--- src/rtl/inst_fetch_buffer_if.sv ---
// Bundles the instruction-memory request/response, redirect and decode-side
// handshake of the fetch buffer; master is the buffer, slave its environment.
interface inst_fetch_buffer_if #(
  parameter int PC_WIDTH    = 32,
  parameter int INSTR_WIDTH = 32
);
  logic                   imem_req_valid;
  logic                   imem_req_ready;
  logic [PC_WIDTH-1:0]    imem_req_addr;
  logic                   imem_rsp_valid;
  logic [INSTR_WIDTH-1:0] imem_rsp_data;
  logic                   redirect;
  logic [PC_WIDTH-1:0]    redirect_PC;
  logic                   out_valid;
  logic                   out_ready;
  logic [PC_WIDTH-1:0]    out_PC;
  logic [INSTR_WIDTH-1:0] out_Instr;

  modport master (
    output imem_req_valid, imem_req_addr, out_valid, out_PC, out_Instr,
    input  imem_req_ready, imem_rsp_valid, imem_rsp_data, redirect, redirect_PC, out_ready
  );

  modport slave (
    input  imem_req_valid, imem_req_addr, out_valid, out_PC, out_Instr,
    output imem_req_ready, imem_rsp_valid, imem_rsp_data, redirect, redirect_PC, out_ready
  );
endinterface

--- src/rtl/inst_fetch_buffer.sv ---
// Instruction fetch buffer: issues one fetch at a time, queues {PC, Instr}
// pairs for decode, and flushes/refetches on a branch redirect.
module inst_fetch_buffer #(
  parameter int                  PC_WIDTH    = 32,
  parameter int                  INSTR_WIDTH = 32,
  parameter int                  DEPTH       = 4,
  parameter logic [PC_WIDTH-1:0] RESET_PC    = 32'h8000_0000
) (
  input logic                 clk,
  input logic                 rst,
  inst_fetch_buffer_if.master fb
);
  localparam int PTR_W = $clog2(DEPTH);
  localparam int CNT_W = PTR_W + 1;

  typedef enum logic [1:0] {ST_IDLE, ST_WAIT, ST_DROP} state_t;

  state_t                 state;
  state_t                 state_nxt;
  logic [PC_WIDTH-1:0]    fetch_PC;
  logic [PC_WIDTH-1:0]    req_PC;
  logic [PC_WIDTH-1:0]    pc_mem    [DEPTH];
  logic [INSTR_WIDTH-1:0] instr_mem [DEPTH];
  logic [PTR_W-1:0]       wr_ptr;
  logic [PTR_W-1:0]       rd_ptr;
  logic [CNT_W-1:0]       count;
  logic                   req_valid;
  logic                   req_fire;
  logic                   push;
  logic                   pop;
  logic                   unused_redirect_low;

  // A request is only offered with no fetch in flight and a free slot for its data.
  assign req_valid = rst && (state == ST_IDLE) && (count < CNT_W'(DEPTH)) && !fb.redirect;
  assign req_fire  = req_valid && fb.imem_req_ready;
  assign pop       = (count != '0) && fb.out_ready && !fb.redirect;

  assign fb.imem_req_valid = req_valid;
  assign fb.imem_req_addr  = fetch_PC;
  assign fb.out_valid      = (count != '0);
  assign fb.out_PC         = pc_mem[rd_ptr];
  assign fb.out_Instr      = instr_mem[rd_ptr];

  assign unused_redirect_low = ^fb.redirect_PC[1:0];

  always_ff @(posedge clk or negedge rst) begin
    if (!rst) state <= ST_IDLE;
    else      state <= state_nxt;
  end

  always_comb begin
    state_nxt = state;
    push      = 1'b0;
    case (state)
      ST_IDLE: begin
        if (req_fire) state_nxt = ST_WAIT;
      end
      ST_WAIT: begin
        // A redirect kills the in-flight fetch; if its data is already here it is simply dropped.
        if (fb.redirect) begin
          state_nxt = fb.imem_rsp_valid ? ST_IDLE : ST_DROP;
        end else if (fb.imem_rsp_valid) begin
          push      = 1'b1;
          state_nxt = ST_IDLE;
        end
      end
      ST_DROP: begin
        if (fb.imem_rsp_valid) state_nxt = ST_IDLE;
      end
      default: state_nxt = ST_IDLE;
    endcase
  end

  always_ff @(posedge clk or negedge rst) begin
    if (!rst) begin
      fetch_PC <= RESET_PC;
      req_PC   <= RESET_PC;
      wr_ptr   <= '0;
      rd_ptr   <= '0;
      count    <= '0;
    end else if (fb.redirect) begin
      fetch_PC <= {fb.redirect_PC[PC_WIDTH-1:2], 2'b00};
      wr_ptr   <= '0;
      rd_ptr   <= '0;
      count    <= '0;
    end else begin
      if (req_fire) begin
        req_PC   <= fetch_PC;
        fetch_PC <= fetch_PC + PC_WIDTH'(4);
      end
      if (push) wr_ptr <= wr_ptr + PTR_W'(1);
      if (pop)  rd_ptr <= rd_ptr + PTR_W'(1);
      if (push && !pop)      count <= count + CNT_W'(1);
      else if (pop && !push) count <= count - CNT_W'(1);
    end
  end

  always_ff @(posedge clk) begin
    if (push) begin
      pc_mem[wr_ptr]    <= req_PC;
      instr_mem[wr_ptr] <= fb.imem_rsp_data;
    end
  end
endmodule

--- src/flat_wrapper.sv ---
// flat-port wrapper written by rule: the top's interface ports become plain ports
module inst_fetch_buffer_flat 
#(
  parameter int                  PC_WIDTH    = 32,
  parameter int                  INSTR_WIDTH = 32,
  parameter int                  DEPTH       = 4,
  parameter logic [PC_WIDTH-1:0] RESET_PC    = 32'h8000_0000
)
  (clk, rst, fb_imem_req_valid, fb_imem_req_addr, fb_out_valid, fb_out_PC, fb_out_Instr, fb_imem_req_ready, fb_imem_rsp_valid, fb_imem_rsp_data, fb_redirect, fb_redirect_PC, fb_out_ready);
  inst_fetch_buffer_if #(.PC_WIDTH(PC_WIDTH), .INSTR_WIDTH(INSTR_WIDTH)) fb_i ();
  input logic clk;
  input logic rst;
  output wire logic [$bits(fb_i.imem_req_valid)-1:0] fb_imem_req_valid;
  output wire logic [$bits(fb_i.imem_req_addr)-1:0] fb_imem_req_addr;
  output wire logic [$bits(fb_i.out_valid)-1:0] fb_out_valid;
  output wire logic [$bits(fb_i.out_PC)-1:0] fb_out_PC;
  output wire logic [$bits(fb_i.out_Instr)-1:0] fb_out_Instr;
  input wire logic [$bits(fb_i.imem_req_ready)-1:0] fb_imem_req_ready;
  input wire logic [$bits(fb_i.imem_rsp_valid)-1:0] fb_imem_rsp_valid;
  input wire logic [$bits(fb_i.imem_rsp_data)-1:0] fb_imem_rsp_data;
  input wire logic [$bits(fb_i.redirect)-1:0] fb_redirect;
  input wire logic [$bits(fb_i.redirect_PC)-1:0] fb_redirect_PC;
  input wire logic [$bits(fb_i.out_ready)-1:0] fb_out_ready;
  assign fb_imem_req_valid = fb_i.imem_req_valid;
  assign fb_imem_req_addr = fb_i.imem_req_addr;
  assign fb_out_valid = fb_i.out_valid;
  assign fb_out_PC = fb_i.out_PC;
  assign fb_out_Instr = fb_i.out_Instr;
  assign fb_i.imem_req_ready = fb_imem_req_ready;
  assign fb_i.imem_rsp_valid = fb_imem_rsp_valid;
  assign fb_i.imem_rsp_data = fb_imem_rsp_data;
  assign fb_i.redirect = fb_redirect;
  assign fb_i.redirect_PC = fb_redirect_PC;
  assign fb_i.out_ready = fb_out_ready;
  inst_fetch_buffer #(.PC_WIDTH(PC_WIDTH), .INSTR_WIDTH(INSTR_WIDTH), .DEPTH(DEPTH), .RESET_PC(RESET_PC)) u_core (.clk(clk), .rst(rst), .fb(fb_i));
endmodule
--- config.mk ---
export PLATFORM = sky130hd
export DESIGN_NAME = inst_fetch_buffer_flat
export DESIGN_NICKNAME = d
export VERILOG_FILES = /design/src/rtl/inst_fetch_buffer_if.sv /design/src/rtl/inst_fetch_buffer.sv /design/src/flat_wrapper.sv
export SDC_FILE = /design/constraint.sdc
export NUM_CORES = 1
export LEC_CHECK = 0
export CAP_MARGIN = 20
export CORE_ASPECT_RATIO = 0.6
export CORE_MARGIN = 2
export CORE_UTILIZATION = 41
export CTS_BUF_LIST = sky130_fd_sc_hd__clkbuf_16
export DETAILED_ROUTE_END_ITERATION = 12
export GPL_ROUTABILITY_DRIVEN = 0
export GPL_TIMING_DRIVEN = 0
export PLACE_DENSITY = 0.62
export SLEW_MARGIN = 20
export SYNTH_ARGS = -nofsm -noshare
export SYNTH_HDL_FRONTEND = slang
export SYNTH_SLANG_ARGS = --single-unit
--- constraint.sdc ---
create_clock -name clk -period 7.8 [get_ports clk]
set_input_delay 0.78 -clock clk [delete_from_list [all_inputs] [get_ports clk]]
set_output_delay 0.78 -clock clk [all_outputs]
set_load 0.03 [all_outputs]
; After elaboration in Yosys (flattened, before gate mapping)
; Memories as Yosys holds them, arrays and structs flattened.
; Cells that the tools add are included.
; Widths: inputs -> output; s select.
[totals]
wordCells = 55
mem_count = 2
out_inout_bits = 98
ramBits = 256
regBits = 73
[classes]
addsub = 5
mux = 19
n_reduce_logical = 18
order_cmp = 1
bitwise_logic = 1
eq_ne = 3
[mem_list]
columns = memory, depth, word_bits, read_ports, rd_ports_with_merged_regs, wr, line
row1 = u_core.instr_mem, 4, 32, 1, 0, 1, inst_fetch_buffer.sv:23  ; logic [INSTR_WIDTH-1:0] instr_mem [DEPTH];
row2 = u_core.pc_mem, 4, 32, 1, 0, 1, inst_fetch_buffer.sv:22  ; logic [PC_WIDTH-1:0] pc_mem [DEPTH];
[op_table]
columns = op, n
row1 = $mux 32, 2
row2 = $add 32x3->32 const B, 1
row3 = $mux 2, 8
row4 = $mux 3, 3
row5 = $logic_and 1x1->1, 8
row6 = $pmux 2 s3, 1
row7 = $reduce_bool 2->1, 3
row8 = $reduce_bool 3->1, 2
row9 = $mux 1, 5
row10 = $add 2x1->2 const B, 2
row11 = $add 3x1->3 const B, 1
row12 = $logic_not 1->1, 3
row13 = $lt 3x3->1 const B, 1
row14 = $sub 3x1->3 const B, 1
row15 = $eq 2x1->1 const B, 1
row16 = $eq 2x2->1 const B, 1
row17 = $logic_not 2->1, 1
row18 = $ne 2x1->1 const B, 1
row19 = $reduce_and 2->1, 1
row20 = $not 1->1, 1

; Logic depth before layout (Yosys ltp)
; Gate-level depths: netlist of run 1.
[logic_depth]
depth_word = 8
ltp_mapped = 8
mapped_depth_nobuf = 7

; Worst setup path after synthesis of run 1
; Ideal clock, no wire load.
[synth_path]
path_kind = input-to-reg
from = in fb_imem_rsp_valid
to = mem u_core.instr_mem[0][0] (enable)
slack_ns = 4.694
arrival_ns = 2.679
stages = 3
path_cell_list = nand3b_1 > nor2_1 > and2_1
[synth_via]
elab_chain_len = 5
[synth_lines]
columns = item, line
row1 = start: declaration, flat_wrapper.sv:19  ; input wire logic [$bits(fb_i.imem_rsp_valid)-1:0] fb_imem_rsp_valid;
row2 = $mux 1, inst_fetch_buffer.sv:62  ; end else if (fb.imem_rsp_valid) begin
row3 = $mux 1, inst_fetch_buffer.sv:60  ; if (fb.redirect) begin
row4 = $mux 1, inst_fetch_buffer.sv:54  ; case (state)
row5 = $mux 1, inst_fetch_buffer.sv:99  ; if (push) begin
row6 = $mux 1 (implied by the code), inst_fetch_buffer.sv:101  ; instr_mem[wr_ptr] <= fb.imem_rsp_data;
row7 = end: declaration, inst_fetch_buffer.sv:23
; No other way between the ends.

; Final worst setup path of run 1
[layout_path]
from = reg u_core.rd_ptr[1]
to = out fb_out_PC[21]
[layout_via]
elab_chain_len = 1
[layout_lines]
columns = item, line
row1 = start: declaration, inst_fetch_buffer.sv:25  ; logic [PTR_W-1:0] rd_ptr;
row2 = start signal: assignment, inst_fetch_buffer.sv:92  ; if (pop) rd_ptr <= rd_ptr + PTR_W'(1);
row3 = $mem_v2 4x32, n/a
row4 = end: declaration, flat_wrapper.sv:16  ; output wire logic [$bits(fb_i.out_PC)-1:0] fb_out_PC;
; No other way between the ends.

==> results of run 1 <==
## final cells by class
class                      count  area share
antenna                        1    0.000159
clock inverter                27      0.0151
sequential                   317       0.584
tap                          408      0.0325
buffer                        38      0.0125
multi-input combinational    352       0.193
inverter                      11     0.00263
timing repair buffer         166       0.110
clock buffer                  31      0.0494
## cell families (layout without fill, tap and decap cells)
| group | count (synthesis) | in the layout | share of synthesized area |
|---|---|---|---|
| flip-flops | 317 | 317 | 0.739 |
| AND/OR/NAND/NOR | 208 | 208 | 0.0797 |
| multiplexers | 65 | 65 | 0.115 |
| AO/OA/AOI/OAI | 62 | 62 | 0.0359 |
| buffers and inverters | 49 | 273 | 0.0191 |
| XOR/XNOR | 7 | 7 | 0.00494 |
| adder cells (fa/ha/maj) | 6 | 6 | 0.00665 |
| other | 1 | 5 | 0.000302 |
## synth_stat cells, types with 2 or more instances
cell type | count | area share
a221o_1 | 6 | 0.0048
a21oi_1 | 7 | 0.0028
dfstp_2 | 2 | 0.0042
edfxtp_1 | 248 | 0.60
buf_4 | 6 | 0.0036
a211o_2 | 3 | 0.0024
buf_2 | 8 | 0.0032
inv_1 | 11 | 0.0033
mux2i_1 | 3 | 0.0024
xor2_1 | 3 | 0.0021
a22oi_1 | 2 | 0.0012
clkbuf_1 | 16 | 0.0048
nor2_1 | 22 | 0.0066
nor2b_1 | 3 | 0.0015
ha_1 | 5 | 0.0050
nand4_1 | 9 | 0.0045
nor3_1 | 7 | 0.0028
nand2_1 | 119 | 0.036
xnor2_1 | 4 | 0.0028
o211ai_1 | 7 | 0.0042
mux4_2 | 62 | 0.11
nor4_1 | 4 | 0.0020
nand3b_1 | 9 | 0.0054
a31oi_1 | 2 | 0.0010
or3_1 | 2 | 0.0010
nand3_1 | 11 | 0.0044
dfrtp_1 | 67 | 0.13
o311ai_0 | 5 | 0.0035
nor3b_1 | 2 | 0.0012
buf_1 | 5 | 0.0015
o211ai_2 | 3 | 0.0030
and2_1 | 6 | 0.0030
o21ai_0 | 19 | 0.0077
and3_1 | 6 | 0.0030
## power by group through the flow
stage	registers, mW	clock network (mW)	logic, mW
final	2.14	1.49	0.909
after global routing	2.16	1.59	0.973
after CTS	2.14	1.52	0.922
after detailed placement	2.18	0	0.919
after global placement	2.17	0	0.911
after floorplan	2.16	0	0.535
## registers in the layout (all words and copies together), names as in the netlist
register / cells
u_core.fb.imem_req_addr: 30
u_core.req_PC: 30
u_core.instr_mem: 128
u_core.state: 2
u_core.count: 3
u_core.wr_ptr: 2
u_core.rd_ptr: 2
u_core.pc_mem: 120
## routing by layer
| metal | GRT usage | up-vias | wire [um] |
|---|---|---|---|
| li1 | - | 3183 | - |
| met1 | 0.281 | 3577 | 13600 |
| met2 | 0.259 | 259 | 12500 |
| met3 | 0.0350 | 30 | 1950 |
| met4 | 0.0382 | 0 | 320 |
| met5 | 0 | - | 0 |
## stage by stage
stage	total power [mW]	instance area, sq um	util
after floorplan	2.70	12400	-
after global placement	3.08	14600	0.488
after detailed placement	3.09	14700	0.492
after CTS	4.58	15700	0.526
after global routing	4.73	15700	0.526
final	4.53	15700	0.526
## path summary, 6_finish.rpt
check                                  start                       to  slack, ns
max                         u_core.rd_ptr[1]            fb_out_PC[21]       3.88
min                                      rst        u_core.req_PC[19]       0.11
max reg2reg                  u_core.state[1]  u_core.instr_mem[2][21]       5.51
min reg2reg                u_core.req_PC[31]        u_core.req_PC[31]       0.49
max in group asynchronous                rst        u_core.req_PC[31]       7.05
min in group clk           u_core.req_PC[31]        u_core.req_PC[31]       0.49
==> qor.yml, run 1 <==
layout:
  drive_gt1_frac: 0.161
  register_area_sq_mm: 0.00918
  multi_input_area_sq_mm: 0.00303
  syn2layout_area_growth_pct: 26.4
  fillerInstances: 2466
  layout.nets: 993
  final_common_cell: "edfxtp_1"
  finalNonFillerCells: 1351
  final_cell_mix: "edfxtp_1 (248), clkdlybuf4s50_1 (160), nand2_1 (119)"
placed_design:
  dp.cells: 1292
  dp_hpwl_um: 18600
  pre_cts_slack_ns: 4.15
  io_buffers: 161
setup_path:
  path_cells: "clkbuf_1, clkbuf_1, mux4_2, clkdlybuf4s50_1"
  crit_fanout: 10
  r2r_cells: 4
  worstSetupEndpointType: "primary output"
  path_depth: 4
  cp.arrival_ns: 3.14
  critPathKind: "register to primary output"
  critPathMaxStageDelay_ns: 0.66
  crit_path_frequent_cell: "clkbuf_1"
  crit_family: "buffers and inverters"
  crit_slowest_cell: "clkbuf_1"
  startpoint_type: "register"
  worst-path-buf-inv: 3
  cp_data_required_time_ns: 7.02
floorplan:
  io_pins: 168
  num_rows: 49
  die_h_um: 139
  dieArea_sq_mm: 0.0318
  start_util: 0.416
  die_x_um: 229
  core_area_sq_mm: 0.0299
drt:
  ant_nets: 0
  first_pass_iters: 5
  wire_per_inst_um: 21.0
  vias: 7049
  drc_errors: 0
  drt_wl_total_um: 28400
  drtIter0Drc: 645
  via_per_inst: 5.22
logic_synthesis:
  async_flop_share: 0.218
  synth_ff_type: "edfxtp_1"
  syn_area_per_cell_sq_um: 17.4
  synth_cell_types: 55
  yosys_register_bits: 317
  yosys_warnings: 0
  synth_area_sq_mm: 0.0124
  synth_edf_count: 248
  seq_area_frac_synth: 0.739
  netlist_instances: 715
sta:
  fin_crit_sh: 0.502
  timing.final.ws_setup_ns: 3.88
  final_max_slew_viol_count: 0
  timing.fmax_mhz: 255
  finalHoldViolations: 0
  final.setup_skew_ns: 0.0152
  worst_pin_slew_ns: 0.777
  tns_ns: 0
  min_period_ns: 3.92
  rsz0062_at_grt: "false"
  finalSetupViolCount: 0
  slew-limit-headroom: 0.482
  timing.hold.ws_ns: 0.113
clock_tree:
  cts.sinks: 317
  cts_tree: "done"
  cts_setup_buffers: 0
  cts-hold-fix-buffers: 0
  h-tree-depth: 1
  cts_resized: 0
  clkLatencyLatePin_ns: 0.56
  clockBufferDepth: 3
  cts_root_buf: "clkbuf_16"
  clk_pin_slew_ns: 0.07
  cts_buffers: 31
run:
  cap_violations: 0
global_routing:
  grt.overflow.total: 0
  grt_max_degree: 49
  grt_pass1_vias: 6926
  antenna_found_initial: 1
  track_usage: 0.179
  grt_pass1_wl_um: 43300
power:
  p_seq_frac: 0.472
  p_comb_frac: 0.200
  p_leak_nw: 5.46
  p_switching_mw: 1.27
  intPower_mw: 3.26
  clkPwrFrac: 0.327
  p_per_area_mw_per_mm2: 289
  irDropWorstVdd_v: 0.000187
  switching_share: 0.280
outcome:
  status: "finished clean"
worst_hold_path:
  hold_path_class: "input pin to asynchronous set/reset pin"
(Power assumes the default switching activity.)
==> run 2: changes to the inputs <==
clock period = 3.78 ns   (was 7.8 ns; I/O delays follow)
==> run 2 against run 1 <==
  * Non-clock buffer count rose by 1
  * Sequential power rose by 110%
  * Sequential share of layout area barely moved
  * Clock skew rose by 0.0020 ns
  * Clock power rose by 110%
  * Critical endpoint unchanged
  * Largest cell class unchanged
==> qor.yml, run 2 (synthesized netlist as in run 1, its figures left out) <==
outcome:
  status: "finished clean"
layout:
  fillerInstances: 2467  # +0.041%
  fin_util: 0.526  # about the same
  layout.nets: 994  # +0.10%
  register_area_sq_mm: 0.00918  # unchanged
  reg_top3: "u_core.instr_mem x128, u_core.pc_mem x120"
  multi_input_area_sq_mm: 0.00303  # unchanged
  syn2layout_area_growth_pct: 26.5  # about the same
  finalNonFillerCells: 1352  # +0.074%
  drive_gt1_frac: 0.161  # -0.000171
  stdcell_area_sq_mm: 0.0157  # about the same
  largest_register_ffs: 128  # unchanged
  largest-register: "u_core.instr_mem"
  final_common_cell: "edfxtp_1"
  final_cell_mix: "edfxtp_1 (248), clkdlybuf4s50_1 (160), nand2_1 (119)"
sta:
  rsz0062_at_grt: "false"
  fin_crit_sh: 0.938
  finalSetupViolCount: 0  # unchanged
  finalHoldViolations: 0  # unchanged
  timing.final.ws_setup_ns: 0.235  # -3.65 ns
  slew-limit-headroom: 0.467  # -0.0154
  min_period_ns: 3.55
  final_max_slew_viol_count: 0  # unchanged
  worst_pin_slew_ns: 0.800  # +0.0231 ns
  final.setup_skew_ns: 0.0172  # +0.00199 ns
  timing.fmax_mhz: 282
drt:
  dr_wl_met2_um: 12500  # +0.13%
  via_per_inst: 5.20  # -0.33%
  met1Wirelength_um: 13700  # +0.38%
  ant_nets: 0  # unchanged
  drt_wl_total_um: 28400  # -0.18%
  wire_per_inst_um: 21.0  # -0.25%
  vias: 7031  # -0.26%
  first_pass_iters: 6  # +1
  dr.max_layer_used: "met4"
  drtIter0Drc: 710  # +10%
  wl_met3_um: 1790  # -8.2%
  drc_errors: 0  # unchanged
setup_path:
  path_depth: 4  # unchanged
  cp.arrival_ns: 3.17  # +0.03 ns
  startpoint_type: "register"
  crit_fanout: 10  # unchanged
  critPathKind: "register to primary output"
  worstSetupEndpointType: "primary output"
  worst-path-buf-inv: 3  # unchanged
  critPathMaxStageDelay_ns: 0.67  # about the same
  crit_family: "buffers and inverters"
  path_cells: "clkbuf_1, clkbuf_1, mux4_2, clkdlybuf4s50_1"
  crit_slowest_cell: "clkbuf_1"
  crit_path_frequent_cell: "clkbuf_1"
  r2r_cells: 4  # unchanged
  cp_data_required_time_ns: 3.40  # -3.62 ns
run:
  cap_violations: 0  # unchanged
global_routing:
  grt_pass1_wl_um: 43300  # unchanged
  grt.overflow.total: 0  # unchanged
  grt_pass1_vias: 6926  # unchanged
  grt_max_degree: 49  # unchanged
  track_usage: 0.179  # unchanged
  antenna_found_initial: 1  # unchanged
power:
  irDropWorstVdd_v: 0.000385  # +110%
  p_per_area_mw_per_mm2: 596  # +110%
  p_leak_nw: 5.47  # about the same
placed_design:
  dp_hpwl_um: 18600  # unchanged
  io_buffers: 161  # unchanged
  pre_cts_slack_ns: 0.533  # -3.62 ns
  dp.cells: 1292  # unchanged
  dpl-instance-area_sq_mm: 0.0147  # unchanged
clock_tree:
  cts_root_buf: "clkbuf_16"
  cts.sinks: 317  # unchanged
  clockBufferDepth: 3  # unchanged
  cts_buffers: 31  # unchanged
  clkLatencyLatePin_ns: 0.57  # about the same
  cts_tree: "done"
  cts_resized: 0  # unchanged
  h-tree-depth: 1  # unchanged
  clk_pin_slew_ns: 0.07  # about the same
floorplan:
  die_x_um: 229  # unchanged
  io_pins: 168  # unchanged
  start_util: 0.416  # unchanged
  core_area_sq_mm: 0.0299  # unchanged
  num_rows: 49  # unchanged
  dieArea_sq_mm: 0.0318  # unchanged
  die_h_um: 139  # unchanged
worst_hold_path:
  hold_path_class: "input pin to asynchronous set/reset pin"
## run 2: cell count changes in the layout (fill, tap and decap cells not counted), sizes merged
cell / delta
dlygate4sd3: +1
## run 2: per-layer routing
layer  GRT usage  vias to the layer above
met1       0.281                     3569
met5           0                        -
li1            -                     3189
met3      0.0350                       26
met4      0.0382                        0
met2       0.259                      247
## run 2: power by group
group          leakage, nW  switching, mW  internal [mW]
Clock                0.506           1.30           1.76
Sequential            3.11          0.275           4.14
Combinational         1.85           1.05          0.830
## run 2: area by class of cell
type	instances	share of cell area
multi-input cells	352	0.193
flip-flops and latches	317	0.584
clock buffers	31	0.0494
diodes	1	0.000159
well taps	408	0.0325
inverters	11	0.00263
repair buffers	167	0.111
plain buffers	38	0.0125
clock inverters	27	0.0151
## run 2: worst reg2reg max path, cell delays in order (launching register included)
cell and delay, ns:
dfrtp_1 0.43, nand3b_1 0.35, nor2_1 0.32, and2_4 0.54
buf_12 0.31
## run 2: repair_timing
| action | in CTS | in global routing |
|---|---|---|
| buffers inserted | 0 | 0 |
| hold endpoints to repair | 21 | 0 |
| hold buffers | 1 | 0 |
## run 2: final timing paths
kind | end | slack (ns) | startpoint
max | fb_out_PC[21] | 0.23 | u_core.rd_ptr[1]
min | u_core.req_PC[19] | 0.24 | rst
max reg2reg | u_core.instr_mem[2][21] | 1.49 | u_core.state[1]
min reg2reg | u_core.req_PC[31] | 0.49 | u_core.req_PC[31]
max in group asynchronous | u_core.req_PC[31] | 2.90 | rst
min in group clk | u_core.fb.imem_req_addr[19] | 0.39 | fb_redirect_PC[19]
## run 2: stage by stage
stage	power [mW]	TNS, ns	hold WS [ns]
5_1_grt	9.75	0	0.268
3_3_place_gp	6.36	-323.49	0.470
2_1_floorplan	5.57	0	0.0824
3_5_place_dp	6.38	0	0.309
6_report	9.36	0	0.244
4_1_cts	9.46	0	0.239
==> run 3: changes to the inputs <==
--- a/constraint.sdc
+++ b/constraint.sdc
@@ -3,2 +3,2 @@
 set_output_delay 0.378 -clock clk [all_outputs]
-set_load 0.03 [all_outputs]
+set_load 0.05 [all_outputs]
==> results of run 3 <==
The final DEF is identical to that of run 2. Status: finished clean.
Among the figures that moved: setup slack after layout 0.235 ns -> 0.102 ns; total power 9.36 mW -> 9.67 mW; worst IR drop on VDD 0.000385 V -> 0.000386 V
